### src/rtl/mem_stage_lsu_if.sv
// Bundle of request, data-memory and MEM/WB signals for the load/store unit.
//   slave  : the LSU side (takes requests, drives memory controls and the MEM/WB entry)
//   master : the pipeline/memory side (issues requests, returns read data, consumes entries)
interface mem_stage_lsu_if #(parameter int ADDR_W = 16);
  logic              flush;
  logic              in_valid;
  logic              in_ready;
  logic              in_load;
  logic              in_store;
  logic [2:0]        in_funct3;
  logic [31:0]       in_addr;
  logic [31:0]       in_wdata;
  logic [4:0]        in_rd;
  logic [3:0]        dm_w_en;
  logic [ADDR_W-1:0] dm_address;
  logic [31:0]       dm_write_data;
  logic [31:0]       dm_read_data;
  logic              out_valid;
  logic              out_ready;
  logic [4:0]        out_rd;
  logic [31:0]       out_data;
  logic [1:0]        out_fault;

  modport slave (
    input  flush, in_valid, in_load, in_store, in_funct3, in_addr, in_wdata, in_rd,
           dm_read_data, out_ready,
    output in_ready, dm_w_en, dm_address, dm_write_data,
           out_valid, out_rd, out_data, out_fault
  );

  modport master (
    output flush, in_valid, in_load, in_store, in_funct3, in_addr, in_wdata, in_rd,
           dm_read_data, out_ready,
    input  in_ready, dm_w_en, dm_address, dm_write_data,
           out_valid, out_rd, out_data, out_fault
  );
endinterface

### src/rtl/mem_stage_lsu.sv
// Memory-stage load/store unit.
// Validates each EX/MEM request, drives the byte-addressed data memory (write
// enables, address, write data), extends load data and registers the result
// into a stallable MEM/WB entry with a valid/ready handshake.
// Ports:
//   clk, rst   : clock, synchronous active-high reset
//   bus        : mem_stage_lsu_if.slave (request, data memory, MEM/WB entry)
//   cnt_load   : fault-free loads accepted
//   cnt_store  : fault-free stores accepted
//   cnt_fault  : faulting memory ops accepted
module mem_stage_lsu #(
  parameter int ADDR_W = 16,
  parameter int CNT_W  = 32
) (
  input  logic             clk,
  input  logic             rst,
  mem_stage_lsu_if.slave   bus,
  output logic [CNT_W-1:0] cnt_load,
  output logic [CNT_W-1:0] cnt_store,
  output logic [CNT_W-1:0] cnt_fault
);

  typedef enum logic [1:0] {
    F_NONE     = 2'b00,
    F_MISALIGN = 2'b01,
    F_RANGE    = 2'b10,
    F_ILLEGAL  = 2'b11
  } fault_e;

  logic        accept;
  logic        illegal;
  logic        misaligned;
  logic        out_of_range;
  fault_e      fault;
  logic [31:0] load_data;
  logic [31:0] next_data;
  logic [4:0]  next_rd;

  logic        valid_q;
  logic [4:0]  rd_q;
  logic [31:0] data_q;
  fault_e      fault_q;

  // The entry can take a new request when empty or being drained this cycle.
  assign bus.in_ready      = !rst && (!valid_q || bus.out_ready);
  assign accept            = bus.in_valid && bus.in_ready && !bus.flush;

  // Memory places byte k at address+k, so store data goes out unshifted.
  assign bus.dm_address    = bus.in_addr[ADDR_W-1:0];
  assign bus.dm_write_data = bus.in_wdata;

  always_comb begin
    illegal = (bus.in_load && bus.in_store)
           || (bus.in_load  && (bus.in_funct3 == 3'b011 || bus.in_funct3[2:1] == 2'b11))
           || (bus.in_store && bus.in_funct3 >= 3'b011);
    // funct3[1:0] encodes access size: 00 byte, 01 half, 10 word.
    misaligned = (bus.in_funct3[1:0] == 2'b01 && bus.in_addr[0])
              || (bus.in_funct3[1:0] == 2'b10 && bus.in_addr[1:0] != 2'b00);
    out_of_range = (bus.in_addr >> ADDR_W) != 32'd0;

    fault = F_NONE;
    if (bus.in_load || bus.in_store) begin
      if (illegal)           fault = F_ILLEGAL;
      else if (misaligned)   fault = F_MISALIGN;
      else if (out_of_range) fault = F_RANGE;
    end
  end

  // Any nonzero enable turns the memory read path off, so only a clean
  // accepted store may raise it.
  always_comb begin
    bus.dm_w_en = 4'b0000;
    if (accept && bus.in_store && fault == F_NONE) begin
      case (bus.in_funct3[1:0])
        2'b00:   bus.dm_w_en = 4'b0001;
        2'b01:   bus.dm_w_en = 4'b0011;
        default: bus.dm_w_en = 4'b1111;
      endcase
    end
  end

  always_comb begin
    case (bus.in_funct3)
      3'b000:  load_data = {{24{bus.dm_read_data[7]}}, bus.dm_read_data[7:0]};
      3'b100:  load_data = {24'd0, bus.dm_read_data[7:0]};
      3'b001:  load_data = {{16{bus.dm_read_data[15]}}, bus.dm_read_data[15:0]};
      3'b101:  load_data = {16'd0, bus.dm_read_data[15:0]};
      default: load_data = bus.dm_read_data;
    endcase

    next_data = bus.in_addr;
    next_rd   = bus.in_rd;
    if (fault != F_NONE || bus.in_store) begin
      next_data = 32'd0;
      next_rd   = 5'd0;
    end else if (bus.in_load) begin
      next_data = load_data;
    end
  end

  always_ff @(posedge clk) begin
    if (rst) begin
      valid_q   <= 1'b0;
      rd_q      <= 5'd0;
      data_q    <= 32'd0;
      fault_q   <= F_NONE;
      cnt_load  <= '0;
      cnt_store <= '0;
      cnt_fault <= '0;
    end else begin
      if (accept) begin
        valid_q <= 1'b1;
        rd_q    <= next_rd;
        data_q  <= next_data;
        fault_q <= fault;
        if (fault != F_NONE)   cnt_fault <= cnt_fault + CNT_W'(1);
        else if (bus.in_load)  cnt_load  <= cnt_load  + CNT_W'(1);
        else if (bus.in_store) cnt_store <= cnt_store + CNT_W'(1);
      end else if (bus.flush || bus.out_ready) begin
        // Drain or flush: only valid drops, data fields keep their values.
        valid_q <= 1'b0;
      end
    end
  end

  assign bus.out_valid = valid_q;
  assign bus.out_rd    = rd_q;
  assign bus.out_data  = data_q;
  assign bus.out_fault = fault_q;

endmodule

### src/flat_wrapper.sv
// flat-port wrapper written by rule: the top's interface ports become plain ports
module mem_stage_lsu_flat 
#(
  parameter int ADDR_W = 16,
  parameter int CNT_W  = 32
)
  (clk, rst, cnt_load, cnt_store, cnt_fault, bus_flush, bus_in_valid, bus_in_load, bus_in_store, bus_in_funct3, bus_in_addr, bus_in_wdata, bus_in_rd, bus_dm_read_data, bus_out_ready, bus_in_ready, bus_dm_w_en, bus_dm_address, bus_dm_write_data, bus_out_valid, bus_out_rd, bus_out_data, bus_out_fault);
  mem_stage_lsu_if #(.ADDR_W(ADDR_W)) bus_i ();
  input  logic clk;
  input  logic rst;
  output logic [CNT_W-1:0] cnt_load;
  output logic [CNT_W-1:0] cnt_store;
  output logic [CNT_W-1:0] cnt_fault;
  input wire logic [$bits(bus_i.flush)-1:0] bus_flush;
  input wire logic [$bits(bus_i.in_valid)-1:0] bus_in_valid;
  input wire logic [$bits(bus_i.in_load)-1:0] bus_in_load;
  input wire logic [$bits(bus_i.in_store)-1:0] bus_in_store;
  input wire logic [$bits(bus_i.in_funct3)-1:0] bus_in_funct3;
  input wire logic [$bits(bus_i.in_addr)-1:0] bus_in_addr;
  input wire logic [$bits(bus_i.in_wdata)-1:0] bus_in_wdata;
  input wire logic [$bits(bus_i.in_rd)-1:0] bus_in_rd;
  input wire logic [$bits(bus_i.dm_read_data)-1:0] bus_dm_read_data;
  input wire logic [$bits(bus_i.out_ready)-1:0] bus_out_ready;
  output wire logic [$bits(bus_i.in_ready)-1:0] bus_in_ready;
  output wire logic [$bits(bus_i.dm_w_en)-1:0] bus_dm_w_en;
  output wire logic [$bits(bus_i.dm_address)-1:0] bus_dm_address;
  output wire logic [$bits(bus_i.dm_write_data)-1:0] bus_dm_write_data;
  output wire logic [$bits(bus_i.out_valid)-1:0] bus_out_valid;
  output wire logic [$bits(bus_i.out_rd)-1:0] bus_out_rd;
  output wire logic [$bits(bus_i.out_data)-1:0] bus_out_data;
  output wire logic [$bits(bus_i.out_fault)-1:0] bus_out_fault;
  assign bus_i.flush = bus_flush;
  assign bus_i.in_valid = bus_in_valid;
  assign bus_i.in_load = bus_in_load;
  assign bus_i.in_store = bus_in_store;
  assign bus_i.in_funct3 = bus_in_funct3;
  assign bus_i.in_addr = bus_in_addr;
  assign bus_i.in_wdata = bus_in_wdata;
  assign bus_i.in_rd = bus_in_rd;
  assign bus_i.dm_read_data = bus_dm_read_data;
  assign bus_i.out_ready = bus_out_ready;
  assign bus_in_ready = bus_i.in_ready;
  assign bus_dm_w_en = bus_i.dm_w_en;
  assign bus_dm_address = bus_i.dm_address;
  assign bus_dm_write_data = bus_i.dm_write_data;
  assign bus_out_valid = bus_i.out_valid;
  assign bus_out_rd = bus_i.out_rd;
  assign bus_out_data = bus_i.out_data;
  assign bus_out_fault = bus_i.out_fault;
  mem_stage_lsu #(.ADDR_W(ADDR_W), .CNT_W(CNT_W)) u_core (.clk(clk), .rst(rst), .bus(bus_i), .cnt_load(cnt_load), .cnt_store(cnt_store), .cnt_fault(cnt_fault));
endmodule
### config.mk
export PLATFORM = sky130hd
export DESIGN_NAME = mem_stage_lsu_flat
export DESIGN_NICKNAME = d
export VERILOG_FILES = /design/src/rtl/mem_stage_lsu_if.sv /design/src/rtl/mem_stage_lsu.sv /design/src/flat_wrapper.sv
export SDC_FILE = /design/constraint.sdc
export NUM_CORES = 1
export LEC_CHECK = 0
export BUFFER_PORTS_ARGS = -buffer_cell sky130_fd_sc_hd__buf_2
export CAP_MARGIN = 15
export CORE_UTILIZATION = 30
export CTS_CLUSTER_SIZE = 8
export DETAILED_ROUTE_END_ITERATION = 7
export GPL_TIMING_DRIVEN = 0
export PLACE_DENSITY = 0.55
export SLEW_MARGIN = 10
export SYNTH_ARGS = -nofsm -noshare
export SYNTH_HDL_FRONTEND = slang
export SYNTH_SLANG_ARGS = --single-unit
### constraint.sdc
create_clock -name clk -period 2.75 [get_ports clk]
set_input_delay 0.55 -clock clk [delete_from_list [all_inputs] [get_ports clk]]
set_output_delay 0.55 -clock clk [all_outputs]
set_load 0.02 [all_outputs]
==> impl_metrics.tcl, run 1 <==
set metrics [dict create \
    status "complete, no violations" \
    cts_buffers 17 \
    rsz0062_at_grt "false" \
    setup_tns_ps 0 \
    syn_to_final_growth_pct 36.2 \
    rrSetupSlack_ps 240 \
    fin_util_pct 42.2 \
    dieArea_um2 24300 \
    drc 0 \
    core_area_um2 23000 \
    gp_congestion 0.841 \
    root_buffer "clkbuf_16" \
    rows 55 \
    post-synth-top-area-cell "dfxtp_1" \
    synth_commonest_cells "136 x dfxtp_1, 98 x a21oi_1, 55 x o31ai_1, 54 x or4_1, 53 x nand2_1" \
    yosysWarningCount 0 \
    sequentialPowerShare_pct 40.9 \
    setup_ws_ps 65.6 \
    p_leak_nw 3.85 \
    power.density_nw_per_um2 502 \
    reg2regPathDepth 6 \
    synth_area_leaders "dfxtp_1 38%, a21oi_1 6.9%, o31ai_1 5.8%" \
    cap_violations 0 \
    port_buffers 264 \
    worst_pin_slew_ps 1120 \
    dp.cells 1437 \
    setup_viol 0 \
    wl_mm 26.0 \
    clkPwrFrac_pct 49.2 \
    path_max_fanout 8 \
    arrival_ps 2130 \
    netlist_area_um2 7120 \
    synthesis.nets 974 \
    endpoint_kind "primary output" \
    p_switching_mw 1.23 \
    synth-seq-cells 136 \
    hp-class "input pin to flip-flop" \
    max_slew_margin_pct 25.3 \
    fmax_mhz 373 \
    drive_gt1_share_pct 33.7 \
    synthCells 860 \
    initial_core_util_pct 31.0 \
    yosysTopAreaCellShare_pct 38.3 \
    final_hold_viol_count 0 \
    grt_pass1_vias 6983 \
    cp.required_ps 2200 \
    ctsHtreeMaxLevel 4 \
    synthFlopType "dfxtp_1" \
    io_pins 300 \
    period_share_pct 97.6 \
    die_x_um 156 \
    nets 1262 \
    yosysMostFrequentCell "dfxtp_1" \
    via_per_inst 5.34 \
    comb_power_share_pct 10.0 \
    holdPathStages 3 \
    ir_drop_mv 0.387 \
    grt_usage_pct 20.7 \
    fin_crit_ps 2680 \
    r2r-start "u_core.cnt_fault[0]" \
    sw_frac_of_total_pct 25.3 \
    grt.overflow.total 0 \
    drt-pass1-iter-count 5 \
    stdcell_count 1474 \
    synth_edf_count 0 \
    grt_pass1_wl_mm 39.2 \
    pre_cts_slack_ps -880 \
    dr.first_iter.drc_count 447 \
    clk_latency_ps 430 \
    ant_nets 0 \
    seq_area_frac_synth_pct 38.3 \
    min_from "bus_dm_read_data[5]" \
    p_int_mw 3.64 \
    wl_per_cell_um 17.6 \
    timing.rr.end "u_core.cnt_fault[14]" \
    route.vias.total 7874 \
    fin_area_um2 9700 \
    place_hpwl_mm 19.3 \
    antenna_found_initial 4 \
    min_to "u_core.bus.out_data[5]" \
    numClockSinks 136 \
    fin_skew_ps 11.3 \
    grt_max_degree 20 \
    die_h_um 156 \
    synthArstFlopShare_pct 0 \
    placed_cell_area_um2 8880 \
    yosysUniqueCellTypes 52 \
    path_clk_slew_ps 60 \
    startpoint_type "input pin" \
    final_max_slew_viol_count 0 \
    path_class "input pin to primary output" \
    postSynthAreaPerCell_um2 8.28 \
    cts_tree "done" \
    cts_buffer_depth 2 \
]
## state kept, by name (all words and copies together) (netlist names)
signal,count
u_core.bus.out_rd,5
u_core.cnt_fault,32
u_core.bus.out_fault,2
u_core.cnt_store,32
u_core.bus.out_valid,1
u_core.bus.out_data,32
u_core.cnt_load,32
## power by group through the flow
stage / Combinational [mW] / Clock, mW / Sequential (mW)
6_report: 0.485 / 2.40 / 1.99
3_3_place_gp: 0.462 / 0 / 2.03
4_1_cts: 0.489 / 2.45 / 1.99
3_5_place_dp: 0.462 / 0 / 2.03
2_1_floorplan: 0.255 / 0 / 2.05
5_1_grt: 0.523 / 2.54 / 1.99
## per-stage QoR
stage | total power [mW] | hold WS, ps
2_1_floorplan | 2.30 | 530
3_3_place_gp | 2.49 | 441
4_1_cts | 4.93 | 298
6_report | 4.87 | 316
3_5_place_dp | 2.49 | 446
5_1_grt | 5.06 | 306
## final cells by class
| class | instances | area, um2 |
|---|---|---|
| flip-flops and latches | 136 | 2720 |
| well taps | 313 | 392 |
| fillers | 2415 | 13300 |
| multi-input cells | 608 | 3920 |
| plain buffers | 99 | 609 |
| repair buffers | 273 | 1390 |
| clock inverters | 11 | 148 |
| clock buffers | 20 | 457 |
| diodes | 1 | 2.50 |
| inverters | 13 | 48.8 |
## layout by cell type (no fill, tap or decap), drive strengths merged, types with 31 or more instances in the layout
cell	n
buf	331
a21oi	98
clkbuf	61
dfxtp	136
o31ai	55
or4	54
o21ai	45
nand4	31
nand2	53
nand3	43
## per-layer routing
| metal | wire (um) | track usage [%] |
|---|---|---|
| met4 | 410 | 6.12 |
| met2 | 12000 | 33.3 |
| met3 | 1490 | 4.39 |
| met5 | 38 | 0 |
| met1 | 12000 | 27.6 |
## worst max-delay path by stage
stage | endpoint | cells after the start | start | slack [ps]
after floorplan | bus_dm_w_en[1] | 8 | bus_in_funct3[1] | 1
after global placement | u_core.cnt_fault[9] | 8 | bus_in_addr[18] | -890
after detailed placement | u_core.cnt_fault[9] | 8 | bus_in_addr[25] | -880
after CTS | bus_dm_w_en[3] | 10 | bus_in_addr[1] | 8
after global routing | bus_dm_w_en[1] | 9 | bus_in_funct3[1] | 4
final | bus_dm_w_en[3] | 10 | bus_in_funct3[1] | 70
## critical path, cell delays in order
cell and delay (ps):
clkbuf_4 160, clkbuf_8 150, a211oi_4 250, and4_4 290, nand2_2 80, buf_8 160
nor2_4 120, and2_4 150, buf_4 90, buf_4 120
## what timing repair did
action | in CTS | in global routing
hold buffers | 0 | 0
resized for setup | 36 | 11
buffers inserted | 9 | 0
pin swaps | 7 | 3
setup endpoints to repair | 30 | 10
## cells by family after synthesis
kind of cell	share of synthesized area, %
mux	1.04
simple gates	26.8
compound gates	24.1
fa+ha+maj	0.527
xor+xnor	0.492
buf+inv	8.77
flops	38.3
(Power assumes the default switching activity.)
==> inputs of run 2 (changes only) <==
--- a/config.mk
+++ b/config.mk
@@ -7,11 +7,11 @@
 export LEC_CHECK = 0
 export BUFFER_PORTS_ARGS = -buffer_cell sky130_fd_sc_hd__buf_2
 export CAP_MARGIN = 15
-export CORE_UTILIZATION = 30
+export CORE_UTILIZATION = 40
 export CTS_CLUSTER_SIZE = 8
 export DETAILED_ROUTE_END_ITERATION = 7
 export GPL_TIMING_DRIVEN = 0
-export PLACE_DENSITY = 0.55
+export PLACE_DENSITY = 0.68
 export SLEW_MARGIN = 10
 export SYNTH_ARGS = -nofsm -noshare
 export SYNTH_HDL_FRONTEND = slang
==> constraint.sdc (replaced) <==
create_clock -name clk -period 3.5 [get_ports clk]
set_input_delay 0.7 -clock clk [delete_from_list [all_inputs] [get_ports clk]]
set_output_delay 0.7 -clock clk [all_outputs]
set_load 0.02 [all_outputs]
==> run 2 against run 1 <==
  * Sequential power down 22%
  * Non-clock buffer count down 4
  * Utilization up 12 points
  * Via count up 0.80%
  * Total power down 23%
  * Die area down 25%
  * Design area down 3.0%
  * Cell count down 6.2%
  * Sequential share of layout area up 0.87 points
==> impl_metrics.tcl, run 2 (synthesis gave the netlist of run 1 again) <==
set metrics [dict create \
    timing.rr.end "u_core.cnt_fault[26]" \
    fin_skew_ps 9.15 \
    postCtsSetupBuffers 0 \
    layout_common_cells "271 x buf_2, 136 x dfxtp_1, 98 x a21oi_1" \
    fin_util_pct 54.2 \
    dieArea_um2 18300 \
    drive_gt1_share_pct 32.3 \
    stdcell_count 1383 \
    path_cells "clkbuf_2 > xor2_1 > a221o_1 > o21ai_4 > buf_2 > clkbuf_4 > nor2_4 > and2_1 > buf_4 > buf_2" \
    antenna_found_initial 2 \
    path_class "input pin to primary output" \
    startpoint_type "input pin" \
    ir_drop_mv 0.335 \
    clk_latency_ps 430 \
    drt-pass1-iter-count 5 \
    worst-path-stages 10 \
    cp.required_ps 2800 \
    die_h_um 135 \
    gp_congestion 0.896 \
    wl_met2_mm 11.1 \
    setup_viol 0 \
    wl_mm 23.9 \
    dr_wl_met3_mm 1.55 \
    route.vias.total 7937 \
    numClockSinks 136 \
    rsz0062_at_grt "true" \
    p_leak_nw 3.77 \
    path_max_fanout 10 \
    dr.first_iter.drc_count 491 \
    max_slew_margin_pct 33.2 \
    grt_max_degree 17 \
    reg2regPathDepth 7 \
    initial_core_util_pct 41.0 \
    fin_area_um2 9400 \
    endpoint_kind "primary output" \
    slowest_delay_ps 340 \
    r2r-start "u_core.bus.out_valid" \
    ant_nets 0 \
    cts_buffers 17 \
    path_delay_family "buffers and inverters" \
    period_share_pct 97.1 \
    path_buf_inv 5 \
    grt_pass1_vias 6986 \
    p_int_mw 2.85 \
    die_x_um 135 \
    cts_tree "done" \
    ctsHtreeMaxLevel 4 \
    rows 48 \
    status "complete, no violations" \
    hp-class "flip-flop to flip-flop" \
    arrival_ps 2700 \
    drc 0 \
    grt.overflow.total 0 \
    nets 1258 \
    port_buffers 264 \
    crit_path_end "bus_dm_w_en[3]" \
    final_max_slew_viol_count 0 \
    num-fill-cells 1673 \
    crit_top_cell "buf_2" \
    total_power_mw 3.76 \
    dp.cells 1349 \
    worst_pin_slew_ps 994 \
    wl_per_cell_um 17.2 \
    p_switching_mw 0.912 \
    power.density_nw_per_um2 400 \
    rrSetupSlack_ps 920 \
    core_area_um2 17400 \
    maxUsedRoutingLayer "met4" \
    comb_power_share_pct 9.6 \
    place_hpwl_mm 17.8 \
    grt_usage_pct 25.1 \
    fin_crit_ps 3400 \
    syn_to_final_growth_pct 32.1 \
    fmax_mhz 294 \
    placed_cell_area_um2 8720 \
    grt_pass1_wl_mm 36.2 \
    cp-startpoint "bus_in_funct3[0]" \
    path_clk_slew_ps 50 \
    via_per_inst 5.74 \
    cp_slowest_cell "a221o_1" \
    sw_frac_of_total_pct 24.3 \
    cap_violations 0 \
    mostFrequentLayoutCell "buf_2" \
    holdBufCountCts 0 \
    sequentialPowerShare_pct 41.6 \
    holdWs_ps 455 \
    clkPwrFrac_pct 48.8 \
    final_hold_viol_count 0 \
    cts_buffer_depth 2 \
    root_buffer "clkbuf_16" \
    wl_met1_mm 10.7 \
    io_pins 300 \
]
-- run 2: routing by layer --
metal | global-route usage [%] | up-vias
met5 | 0 | -
met3 | 6.14 | 31
li1 | - | 3846
met2 | 40.3 | 307
met4 | 7.30 | 0
met1 | 33.3 | 3753
-- run 2: worst register-to-register path: stages, from the launching register on --
cell	delay (ps)
dfxtp_1	310
nor2b_1	220
nor3_1	640
o31ai_2	300
clkbuf_1	310
clkbuf_1	310
o31ai_1	270
a21oi_1	90
-- run 2: how the worst min path moves through the flow --
stage,startpoint,endpoint,slack [ps],depth (start not counted)
3_3_place_gp,u_core.bus.out_rd[0],u_core.bus.out_rd[0],440,2
6_report,u_core.bus.out_fault[0],u_core.bus.out_fault[0],460,2
4_1_cts,u_core.bus.out_fault[0],u_core.bus.out_fault[0],460,2
5_1_grt,bus_dm_read_data[2],u_core.bus.out_data[2],470,3
2_1_floorplan,u_core.bus.out_rd[0],u_core.bus.out_rd[0],530,2
3_5_place_dp,u_core.bus.out_fault[0],u_core.bus.out_fault[0],450,2
-- run 2: power by group through the flow --
stage / Combinational (mW) / Clock (mW) / Sequential, mW
floorplan: 0.194 / 0 / 1.61
global placement: 0.347 / 0 / 1.60
detailed placement: 0.348 / 0 / 1.60
CTS: 0.355 / 1.86 / 1.56
global route: 0.388 / 1.92 / 1.56
finish: 0.359 / 1.83 / 1.56
-- run 2: metrics by stage --
| step | setup TNS [ps] | worst slack (ps) |
|---|---|---|
| 6_report | 0 | 102 |
| 4_1_cts | 0 | 22.7 |
| 3_5_place_dp | -3780 | -757 |
| 5_1_grt | -2.61 | -2.35 |
| 2_1_floorplan | 0 | 2.21 |
| 3_3_place_gp | -3800 | -789 |
-- run 2: area by class of cell --
type	instances	area [um2]	area share, %
diodes	2	5.00	0.0532
plain buffers	102	582	6.19
clock buffers	23	468	4.98
clock inverters	8	121	1.29
inverters	13	48.8	0.519
multi-input cells	608	3840	40.9
flip-flops and latches	136	2720	29.0
well taps	225	282	2.99
repair buffers	266	1330	14.2
-- run 2: repair_timing --
item / 4_1_cts / 5_1_grt
endpoints found under the setup margin: 4 / 12
resized for setup: 15 / 11
cloned: 0 / 0
pin swaps: 0 / 1
==> inputs of run 3 (changes only) <==
==> constraint.sdc (replaced) <==
create_clock -name clk -period 3.75 [get_ports clk]
set_input_delay 0.75 -clock clk [delete_from_list [all_inputs] [get_ports clk]]
set_output_delay 0.75 -clock clk [all_outputs]
set_load 0.02 [all_outputs]
==> run 3 against run 2 <==
  * Die area did not move
  * Global-route usage barely moved
  * Sequential power fell by 6%
  * Register-to-register slack improved by 210 ps
  * Sequential share of layout area rose by 0.093 points
  * Largest cell class unchanged
  * Wire length barely moved
==> impl_metrics.tcl, run 3 (synthesis gave the netlist of run 1 again) <==
set metrics [dict create \
    wl_per_cell_um 17.2 \
    root_buffer "clkbuf_16" \
    core_area_um2 17400 \
    grt_pass1_vias 6995 \
    via_per_inst 5.73 \
    antenna_found_initial 2 \
    nets 1258 \
    hp-class "flip-flop to flip-flop" \
    total_power_mw 3.50 \
    cts_buffer_depth 2 \
    rows 48 \
    final_max_slew_viol_count 0 \
    path_class "input pin to primary output" \
    setup_viol 0 \
    comb_power_share_pct 9.5 \
    port_buffers 264 \
    postCtsSetupBuffers 0 \
    wl_mm 23.8 \
    mostFrequentLayoutCell "buf_2" \
    layout_common_cells "270 x buf_2, 136 x dfxtp_1, 98 x a21oi_1" \
    syn_to_final_growth_pct 31.7 \
    multi_input_area_um2 3820 \
    ctsHtreeMaxLevel 4 \
    holdWs_ps 455 \
    gp_congestion 0.896 \
    path_max_fanout 10 \
    grt_max_degree 17 \
    ant_nets 0 \
    sequentialPowerShare_pct 41.6 \
    drive_gt1_share_pct 31.8 \
    final_hold_viol_count 0 \
    place_hpwl_mm 17.8 \
    cts_buffers 17 \
    status "complete, no violations" \
    cts_tree "done" \
    drc 0 \
    fin_skew_ps 10.2 \
    dp.cells 1349 \
    worst_pin_slew_ps 992 \
    fin_area_um2 9370 \
    startpoint_type "input pin" \
    p_int_mw 2.65 \
    die_h_um 135 \
    grt_pass1_wl_mm 36.3 \
    placed_cell_area_um2 8720 \
    die_x_um 135 \
    numClockSinks 136 \
    arrival_ps 2860 \
    period_share_pct 96.2 \
    dr.first_iter.drc_count 473 \
    ir_drop_mv 0.314 \
    route.vias.total 7924 \
    p_switching_mw 0.851 \
    io_pins 300 \
    grt_usage_pct 25.2 \
    sw_frac_of_total_pct 24.3 \
    p_leak_nw 3.77 \
    initial_core_util_pct 41.0 \
    power.density_nw_per_um2 374 \
    fmax_mhz 277 \
    fin_crit_ps 3610 \
    clkPwrFrac_pct 48.9 \
    max_slew_margin_pct 33.3 \
    clk_latency_ps 430 \
    cap_violations 0 \
    drt-pass1-iter-count 5 \
    grt.overflow.total 0 \
    seqCellArea_um2 2720 \
    dieArea_um2 18300 \
    fin_util_pct 54.0 \
    endpoint_kind "primary output" \
    cp.required_ps 3000 \
    path_clk_slew_ps 50 \
    stdcell_count 1383 \
    holdBufCountCts 0 \
    num-fill-cells 1673 \
    rsz0062_at_grt "false" \
]
[run 3: cell type report]
| cell class | count | area share [%] |
|---|---|---|
| Buffer | 102 | 6.17 |
| Sequential cell | 136 | 29.0 |
| Clock buffer | 23 | 4.99 |
| Inverter | 13 | 0.521 |
| Timing Repair Buffer | 266 | 14.2 |
| Clock inverter | 8 | 1.29 |
| Multi-Input combinational cell | 608 | 40.7 |
| Tap cell | 225 | 3.00 |
| Antenna cell | 2 | 0.0534 |
[run 3: critical path, cell delays in order]
cell and delay [ps]:
clkbuf_1 270, xor2_1 110, a221o_1 340, o21ai_4 260, clkbuf_2 260, clkbuf_2 290
nor2_4 110, and2_1 190, buf_4 120, buf_2 150
[run 3: worst paths after layout]
check	slack, ps	end	depth (start not counted)	start
worst max-delay path	140	bus_dm_w_en[3]	10	bus_in_funct3[1]
worst min-delay path	460	u_core.bus.out_fault[0]	2	u_core.bus.out_fault[0]
worst max register to register	1130	u_core.cnt_fault[11]	7	u_core.bus.out_valid
worst min register to register	460	u_core.bus.out_fault[0]	2	u_core.bus.out_fault[0]
[run 3: power groups by stage]
stage               Combinational, mW  Sequential (mW)  Clock [mW]
floorplan                       0.181             1.50           0
global placement                0.324             1.49           0
detailed placement              0.325             1.49           0
CTS                             0.330             1.46        1.74
global route                    0.359             1.46        1.79
finish                          0.332             1.46        1.71
[run 3: stage by stage]
stage | setup WS, ps | TNS, ps
floorplan | 152 | 0
global placement | -639 | -1770
detailed placement | -607 | -1720
CTS | 9.06 | 0
global route | 11.1 | 0
finish | 144 | 0
[run 3: per-layer routing]
metal | global-route usage (%) | vias up | wire length, um
met2 | 40.3 | 282 | 11200
met3 | 6.17 | 29 | 1430
met1 | 33.4 | 3776 | 10900
met5 | 0 | - | 0
met4 | 7.37 | 0 | 391
li1 | - | 3837 | -
[run 3: repair_timing]
action | in CTS | in global routing
resized for setup | 9 | 9
endpoints found under the setup margin | 4 | 3
endpoints found under the hold margin | 0 | 0
